$ cat config.mk
export PLATFORM = sky130hd
export DESIGN_NAME = sprite_fetch_renderer
export DESIGN_NICKNAME = d
export VERILOG_FILES = /design/src/rtl/sprite_fetch_renderer.sv
export SDC_FILE = /design/constraint.sdc
export NUM_CORES = 1
export LEC_CHECK = 0
export CORE_ASPECT_RATIO = 0.75
export CORE_MARGIN = 2
export CORE_UTILIZATION = 35
export DETAILED_ROUTE_END_ITERATION = 10
export HOLD_SLACK_MARGIN = 0.08
export PLACE_DENSITY = 0.49
export RECOVER_POWER = 100
export SLEW_MARGIN = 10
export SYNTH_ARGS = -nofsm -noshare
export SYNTH_HDL_FRONTEND = slang
export SYNTH_SLANG_ARGS = --single-unit
$ cat constraint.sdc
create_clock -name clk -period 3.5 [get_ports clk]
set_input_delay 0.7 -clock clk [delete_from_list [all_inputs] [get_ports clk]]
set_output_delay 0.7 -clock clk [all_outputs]
set_load 0.01 [all_outputs]
$ cat src/rtl/sprite_fetch_renderer.sv
// sprite_fetch_renderer
//
// Read-side client of the 1-bit sprite bitmap store. On an accepted request
// it walks one sprite's N = SPRITE_WIDTH*SPRITE_HEIGHT pixels through the
// store's read port, caches them in a local bitmap, and then flags every
// raster position that falls on a set pixel of the sprite's screen box.
// One instance sits in front of the VGA pixel mux for each on-screen sprite.
//
// Optional feature macro: SFR_DOUBLE_BUF_EN
//   defined   - fetch fills a back bitmap/position; the front copy keeps
//               rendering and is replaced in one edge when the walk ends.
//   undefined - single bitmap; the sprite is blanked while it is refetched.
//
// Ports
//   clk           system clock
//   reset_n       asynchronous active-low reset
//   load_valid    request to fetch a sprite
//   load_ready    block can accept a request (low while fetching)
//   load_sprite   sprite index to fetch (clamped to NUM_SPRITES-1)
//   pos_x, pos_y  screen position of the sprite's top-left, sampled on accept
//   rd_addr       registered read address to the sprite store
//   rd_data       store read data, valid one cycle after rd_addr
//   hcount        current raster x
//   vcount        current raster y
//   sprite_valid  cached bitmap is complete and displayable
//   pixel_on      registered: sprite pixel set at previous cycle's raster point
module sprite_fetch_renderer #(
    parameter int SPRITE_WIDTH  = 8,
    parameter int SPRITE_HEIGHT = 8,
    parameter int NUM_SPRITES   = 8,
    parameter int X_W           = 10,
    parameter int Y_W           = 10,
    parameter int SCALE_SHIFT   = 0,
    parameter int ADDR_W        = $clog2(NUM_SPRITES * SPRITE_WIDTH * SPRITE_HEIGHT),
    parameter int IDX_W         = $clog2(NUM_SPRITES)
) (
    input  logic              clk,
    input  logic              reset_n,
    input  logic              load_valid,
    output logic              load_ready,
    input  logic [IDX_W-1:0]  load_sprite,
    input  logic [X_W-1:0]    pos_x,
    input  logic [Y_W-1:0]    pos_y,
    output logic [ADDR_W-1:0] rd_addr,
    input  logic              rd_data,
    input  logic [X_W-1:0]    hcount,
    input  logic [Y_W-1:0]    vcount,
    output logic              sprite_valid,
    output logic              pixel_on
);

    localparam int N     = SPRITE_WIDTH * SPRITE_HEIGHT;
    localparam int BIT_W = (N > 1) ? $clog2(N) : 1;
    localparam int CNT_W = $clog2(N + 1);
    localparam int BOX_W = SPRITE_WIDTH << SCALE_SHIFT;
    localparam int BOX_H = SPRITE_HEIGHT << SCALE_SHIFT;

    typedef enum logic [1:0] {IDLE, FETCH, READY} state_t;

    state_t           state;
    logic [CNT_W-1:0] cyc;
    logic [N-1:0]     front_map;
    logic [X_W-1:0]   front_x;
    logic [Y_W-1:0]   front_y;
`ifdef SFR_DOUBLE_BUF_EN
    logic [N-1:0]     back_map;
    logic [X_W-1:0]   back_x;
    logic [Y_W-1:0]   back_y;
`endif

    logic              accept;
    logic [31:0]       spr_i;
    logic [ADDR_W-1:0] base;
    logic [BIT_W-1:0]  cap_idx;
    logic [N-1:0]      fill_map;
    logic [N-1:0]      fill_next;
    logic              render_en;
    logic [X_W:0]      dx;
    logic [Y_W:0]      dy;
    logic [31:0]       col_i;
    logic [31:0]       row_i;
    logic [BIT_W-1:0]  pix_sel;
    logic              in_box;

    assign accept = load_valid && load_ready;

    // Out-of-range indices are clamped so the walk never leaves the store.
    always_comb begin
        spr_i = 32'(load_sprite);
        if (spr_i >= 32'(NUM_SPRITES)) begin
            spr_i = 32'(NUM_SPRITES - 1);
        end
        base = ADDR_W'(spr_i * 32'(N));
    end

    // cyc counts fetch edges; the capture of bit j happens when cyc == j+1,
    // two edges behind the address that produced it (store read latency).
    assign cap_idx = BIT_W'(cyc - CNT_W'(1));

`ifdef SFR_DOUBLE_BUF_EN
    assign fill_map  = back_map;
    assign render_en = sprite_valid;
`else
    assign fill_map  = front_map;
    // Blank from the accept edge itself so no old pixel leaks into the fetch.
    assign render_en = sprite_valid && !accept;
`endif

    always_comb begin
        fill_next          = fill_map;
        fill_next[cap_idx] = rd_data;
    end

    // Fetch controller: address walk, bitmap capture and handshake flags.
    always_ff @(posedge clk or negedge reset_n) begin
        if (!reset_n) begin
            state        <= IDLE;
            load_ready   <= 1'b1;
            sprite_valid <= 1'b0;
            rd_addr      <= '0;
            cyc          <= '0;
            front_map    <= '0;
            front_x      <= '0;
            front_y      <= '0;
`ifdef SFR_DOUBLE_BUF_EN
            back_map     <= '0;
            back_x       <= '0;
            back_y       <= '0;
`endif
        end else begin
            case (state)
                IDLE, READY: begin
                    if (accept) begin
                        state      <= FETCH;
                        load_ready <= 1'b0;
                        rd_addr    <= base;
                        cyc        <= '0;
`ifdef SFR_DOUBLE_BUF_EN
                        back_x     <= pos_x;
                        back_y     <= pos_y;
`else
                        sprite_valid <= 1'b0;
                        front_x      <= pos_x;
                        front_y      <= pos_y;
`endif
                    end
                end
                FETCH: begin
                    cyc <= cyc + CNT_W'(1);
                    if (cyc < CNT_W'(N - 1)) begin
                        rd_addr <= rd_addr + ADDR_W'(1);
                    end
                    if (cyc != '0) begin
`ifdef SFR_DOUBLE_BUF_EN
                        back_map <= fill_next;
`else
                        front_map <= fill_next;
`endif
                    end
                    if (cyc == CNT_W'(N)) begin
                        state        <= READY;
                        load_ready   <= 1'b1;
                        sprite_valid <= 1'b1;
`ifdef SFR_DOUBLE_BUF_EN
                        // Swap uses fill_next so the final captured bit lands too.
                        front_map <= fill_next;
                        front_x   <= back_x;
                        front_y   <= back_y;
`endif
                    end
                end
                default: state <= IDLE;
            endcase
        end
    end

    // Offsets are one bit wider than the raster so a box hanging off the
    // right/bottom edge is clipped instead of wrapping back to column/row 0.
    always_comb begin
        dx      = {1'b0, hcount} - {1'b0, front_x};
        dy      = {1'b0, vcount} - {1'b0, front_y};
        in_box  = (hcount >= front_x) && (vcount >= front_y) &&
                  (32'(dx) < 32'(BOX_W)) && (32'(dy) < 32'(BOX_H));
        col_i   = 32'(dx >> SCALE_SHIFT);
        row_i   = 32'(dy >> SCALE_SHIFT);
        pix_sel = BIT_W'(row_i * 32'(SPRITE_WIDTH) + col_i);
    end

    // One-cycle render pipeline.
    always_ff @(posedge clk or negedge reset_n) begin
        if (!reset_n) begin
            pixel_on <= 1'b0;
        end else begin
            pixel_on <= render_en && in_box && front_map[pix_sel];
        end
    end

endmodule

# --- Yosys cells after proc, flatten, opt, wreduce, memory -nomap -nowiden ---
# Index checks and enable logic that the tools add are counted.
classes:
  n_eq_ne: 6
  n_reduce_logical: 19
  mux: 16
  n_addsub: 6
  magnitude_cmp: 8
op_table:
  columns: ["cell", "count"]
  rows:
  - ["$bwmux 64", 1]
  - ["$lt 11x4->1 const B", 2]
  - ["$sub 10x10->11", 2]
  - ["$ge 10x10->1", 2]
  - ["$mux 9", 2]
  - ["$pmux 9 s2", 1]
  - ["$lt 6x7->1 const B", 2]
  - ["$pmux 7 s2", 1]
  - ["$add 9x1->9 const B", 1]
  - ["$logic_and 1x1->1", 8]
  - ["$reduce_and 2->1", 4]
  - ["$add 7x1->7 const B", 1]
  - ["$eq 7x7->1 const B", 1]
  - ["$lt 7x6->1 const B", 1]
  - ["$mux 7", 1]
  - ["$reduce_bool 7->1", 1]
  - ["$add 6x6->6", 1]
  - ["$bmux 1 s6", 1]
  - ["$demux 1 s6", 1]
  - ["$ge 6x1->1 const B", 1]
  - ["$ne 2x2->1 const B", 3]
  - ["$reduce_and 3->1", 2]
  - ["$sub 6x1->6 const B", 1]
  - ["$mux 1", 4]
  - ["9 further kinds", 10]
totals:
  in_bits: 47
  ff_bits: 105

# --- Longest topological paths before layout ---
depth:
  depth_word: 6
  ltp_mapped: 15
  depth_no_buf: 15

# --- Worst setup path before layout ---
# Ideal clock, no wire load.
synth_path:
  path_type: "in2reg"
  from: "input hcount[0]"
  to: "register pixel_on"
  required_time_ns: 3.378
  path_slack_ns: 0.125
  setup_time_ns: 0.122
  path_stages: 15
  arrival_time_ns: 3.253
  cell_sequence: "inv_1 ha_1 inv_1 fa_1 a21o_1 a211oi_1 nor2_1 fa_1 nor2b_1 nand2_1 o22ai_1 nor4_1 mux2_2 nand2_1 nor4_2"
synth_between:
  elab_chain_cells: 6
  word_cells_on_any_way: 11
  classes_between: "add/sub (2); order compare (2); mux (2); reduce/logical (5)"
synth_rtl:
  columns: ["item", "line_no", "rtl"]
  rows:
  - ["from (decl)", "46", "input logic [X_W-1:0] hcount,"]
  - ["branches (longest 5 deep; another with $sub 10x10->11)", null, null]
  - ["$logic_and 1x1->1 (*)", "194", "pixel_on <= render_en && in_box && front_map[pix_sel];"]
  - ["to (signal assigned)", "194", null]
  - ["to (decl)", "49", "output logic pixel_on"]
# Every way passes the cells marked *. The select of a mux whose other input is x is not followed.
# A chain may end at the register's enable or synchronous reset.

# --- Final worst setup path ---
# Same ends and word-level chain as after synthesis.

==> results.yml <==
outcome:
  outcome: "finished, violations left"
  violations: "capacitance limit, slew limit"
critical_path:
  path_max_fanout: 5
  required_ps: 3750
  worstSetupEndpointType: "flop"
  reg2reg_slack_ps: 370
  rr_worst_depth: 14
  r2r-end: "pixel_on$_DFF_PN0_"
  worstPathArrival_ps: 3620
  endpoint: "pixel_on$_DFF_PN0_"
  start_kind: "primary input"
  crit_start: "hcount[0]"
  reg2reg_from: "front_x[0]$_DFFE_PN0P_"
  worstSetupPathType: "primary input to flop"
floorplanning:
  die_height_um: 120
  die_x_um: 158
  num_io_pins: 59
  initial_core_util_pct: 35.7
  core_um2: 17600
  row_count: 42
  die-area_um2: 19000
detailed_routing:
  wl_per_cell_um: 17.4
  firstDrtPassIters: 5
  vias: 5116
  initialDrtViolationCount: 536
  ant_nets: 0
  viasPerCell: 5.31
  drt-total-wl_um: 16800
  drc: 0
layout:
  finalInstanceArea_um2: 7500
  nFillCells: 1734
  nets: 790
  drive_gt1_share_pct: 13.6
  post-route-util_pct: 42.7
  area_delta_synth_final_pct: 19.8
  n_antenna_cell: 0
  seq_area_um2: 2630
  multi_input_area_um2: 3430
  layoutNonFillerInstCount: 963
job:
  max-cap-violations: 1
grt:
  antenna_found_initial: 0
  first_global_vias: 4921
  grt_usage_pct: 18.6
  grt_pass1_wl_um: 26800
  grt_max_degree: 71
  overflow: 0
synthesis:
  avgSynthCellArea_um2: 9.52
  yosysWarningCount: 0
  synth_edf_count: 0
  synth-seq-cells: 105
  synthArstFlopShare_pct: 100
  syn_nets: 731
  synthesis.area_um2: 6260
  yosys.area.top_type_share_pct: 41.6
  synth-main-ff-cell: "dfrtp_1"
  synth.distinct_cells: 61
  synth_cells: 657
  yosys-top-cells-area: "dfrtp_1 (42%), mux4_2 (5.8%), mux2_2 (5.6%)"
  synth_area_leader_cell: "dfrtp_1"
  synth-seq-area-share_pct: 42.0
pwr:
  p_per_area_nw_per_um2: 948
  vdd_drop_max_uv: 428
  power.static_leakage_nw: 3.06
  power_mw: 7.11
hold_path:
  holdPathStages: 2
  hold_path_class: "flop to flop"
sta:
  finalSetupViolCount: 0
  min_period_over_period_pct: 96.2
  skew_ps: 12.9
  tightest_slew_ps: 1800
  rsz0062_at_grt: "no"
  report.final.slew_viol_count: 71
  fmax_ghz: 0.297
  relSlewSlack_pct: -20.3
  period_needed_ps: 3370
  hold_violations: 0
  fin_setup_tns_ps: 0
placement:
  dp_hpwl_um: 12200
  place_area_um2: 7220
  dpl.cell_count: 947
  port_buffers: 58
  gp_congestion: 0.857
clocking:
  cts_made_buffers: 9
  cts_tree: "yes"
  clock-sinks: 105
  root_buffer: "clkbuf_16"
  clockBufferDepth: 2
  clkSlewWorstSetupHoldPaths_ps: 80
  h-tree-depth: 3
  clock_latency_ps: 360
  postCtsHoldBufs: 0
==> state kept, by name (all words and copies together) (netlist names) <==
signal and cells:
load_ready 1, fill_map 64, state 2, pixel_on 1
sprite_valid 1, rd_addr 9, front_y 10, front_x 10
cyc 7
==> report_power, final <==
part	internal (mW)	switching, mW
clock network	0.482	0.463
logic	1.83	2.34
registers	1.67	0.314
==> cell families after synthesis <==
group | count (synthesis) | share of synthesized area (%)
and+or+nand+nor | 243 | 17.8
AOI/OAI and AO/OA | 133 | 13.0
DFF | 105 | 42.0
muxes | 68 | 15.1
buffers and inverters | 63 | 3.84
adders and majority gates | 27 | 5.76
xor gates and xnor gates | 18 | 2.52
==> cells in the mapped netlist, types with 8 or more instances <==
cell type  instances
nand3_1           31
dfrtp_1          104
a31oi_1            8
o22ai_1            9
mux4_2            16
inv_1             30
mux2_1            20
nand2b_1           8
nand2_1           84
clkbuf_1          28
o21ai_0           59
a21oi_1           16
nor3_1            12
nand4_1            8
ha_1              24
nor2_1            66
xor2_1            11
nor2b_1           10
mux2_2            31
==> critical path, stage by stage <==
cell,delay [ps]
dlygate4sd2_1,250
inv_1,60
ha_2,180
inv_1,60
fa_2,360
a21o_1,180
a211oi_2,190
nor2_2,70
fa_2,620
nor2b_1,190
nand2_1,90
o22ai_1,190
nor4_1,80
mux2_4,280
nand2_1,80
nor4_2,40
==> layout by cell type, fill, tap and decap left out, types with 9 or more instances in the layout <==
cell type | Yosys | final
dfrtp_1 | 104 | 104
clkdlybuf4s50_1 | 0 | 41
dlygate4sd3_1 | 0 | 13
nor2_1 | 66 | 64
clkbuf_16 | 0 | 9
nand3_1 | 31 | 31
o22ai_1 | 9 | 9
o21ai_0 | 59 | 60
nand2_1 | 84 | 84
xor2_1 | 11 | 11
nor2b_1 | 10 | 10
inv_1 | 30 | 30
mux2_2 | 31 | 30
nor3_1 | 12 | 12
mux4_2 | 16 | 16
mux2_1 | 20 | 20
buf_4 | 0 | 16
ha_1 | 24 | 21
a21oi_1 | 16 | 15
==> area by class of cell <==
class                           count  share of cell area [%]
Multi-Input combinational cell    489                    45.8
Clock inverter                      5                   0.417
Tap cell                          242                    4.04
Inverter                           31                    1.55
Timing Repair Buffer               80                    10.0
Sequential cell                   105                    35.1
Clock buffer                       11                    3.10
==> through the flow <==
| step | worst slack [ps] | hold slack [ps] |
|---|---|---|
| 6_report | 132 | 467 |
| 5_1_grt | 7.68 | 483 |
| 4_1_cts | 7.14 | 474 |
| 3_5_place_dp | -581 | 461 |
| 3_3_place_gp | -480 | 461 |
| 2_1_floorplan | 125 | 404 |
==> layer usage <==
layer	global-route usage, %	wire [um]
met5	0	0
met4	4.73	224
met3	4.80	991
met2	26.0	7120
met1	28.4	8420
==> timing repair <==
| action | 4_1_cts | 5_1_grt |
|---|---|---|
| setup buffers | 0 | 0 |
| setup endpoints to repair | 1 | 1 |
| pin swaps | 4 | 6 |
| resized for setup | 7 | 8 |
==> worst min path at each step <==
stage	start	endpoint	slack [ps]
6_report	load_ready$_DFFE_PN1P_	load_ready$_DFFE_PN1P_	470
3_5_place_dp	load_ready$_DFFE_PN1P_	load_ready$_DFFE_PN1P_	460
2_1_floorplan	reset_n	cyc[0]$_DFFE_PN0P_	400
3_3_place_gp	load_ready$_DFFE_PN1P_	load_ready$_DFFE_PN1P_	460
5_1_grt	load_ready$_DFFE_PN1P_	load_ready$_DFFE_PN1P_	480
4_1_cts	load_ready$_DFFE_PN1P_	load_ready$_DFFE_PN1P_	470
Power figures use the tool's default switching activity.
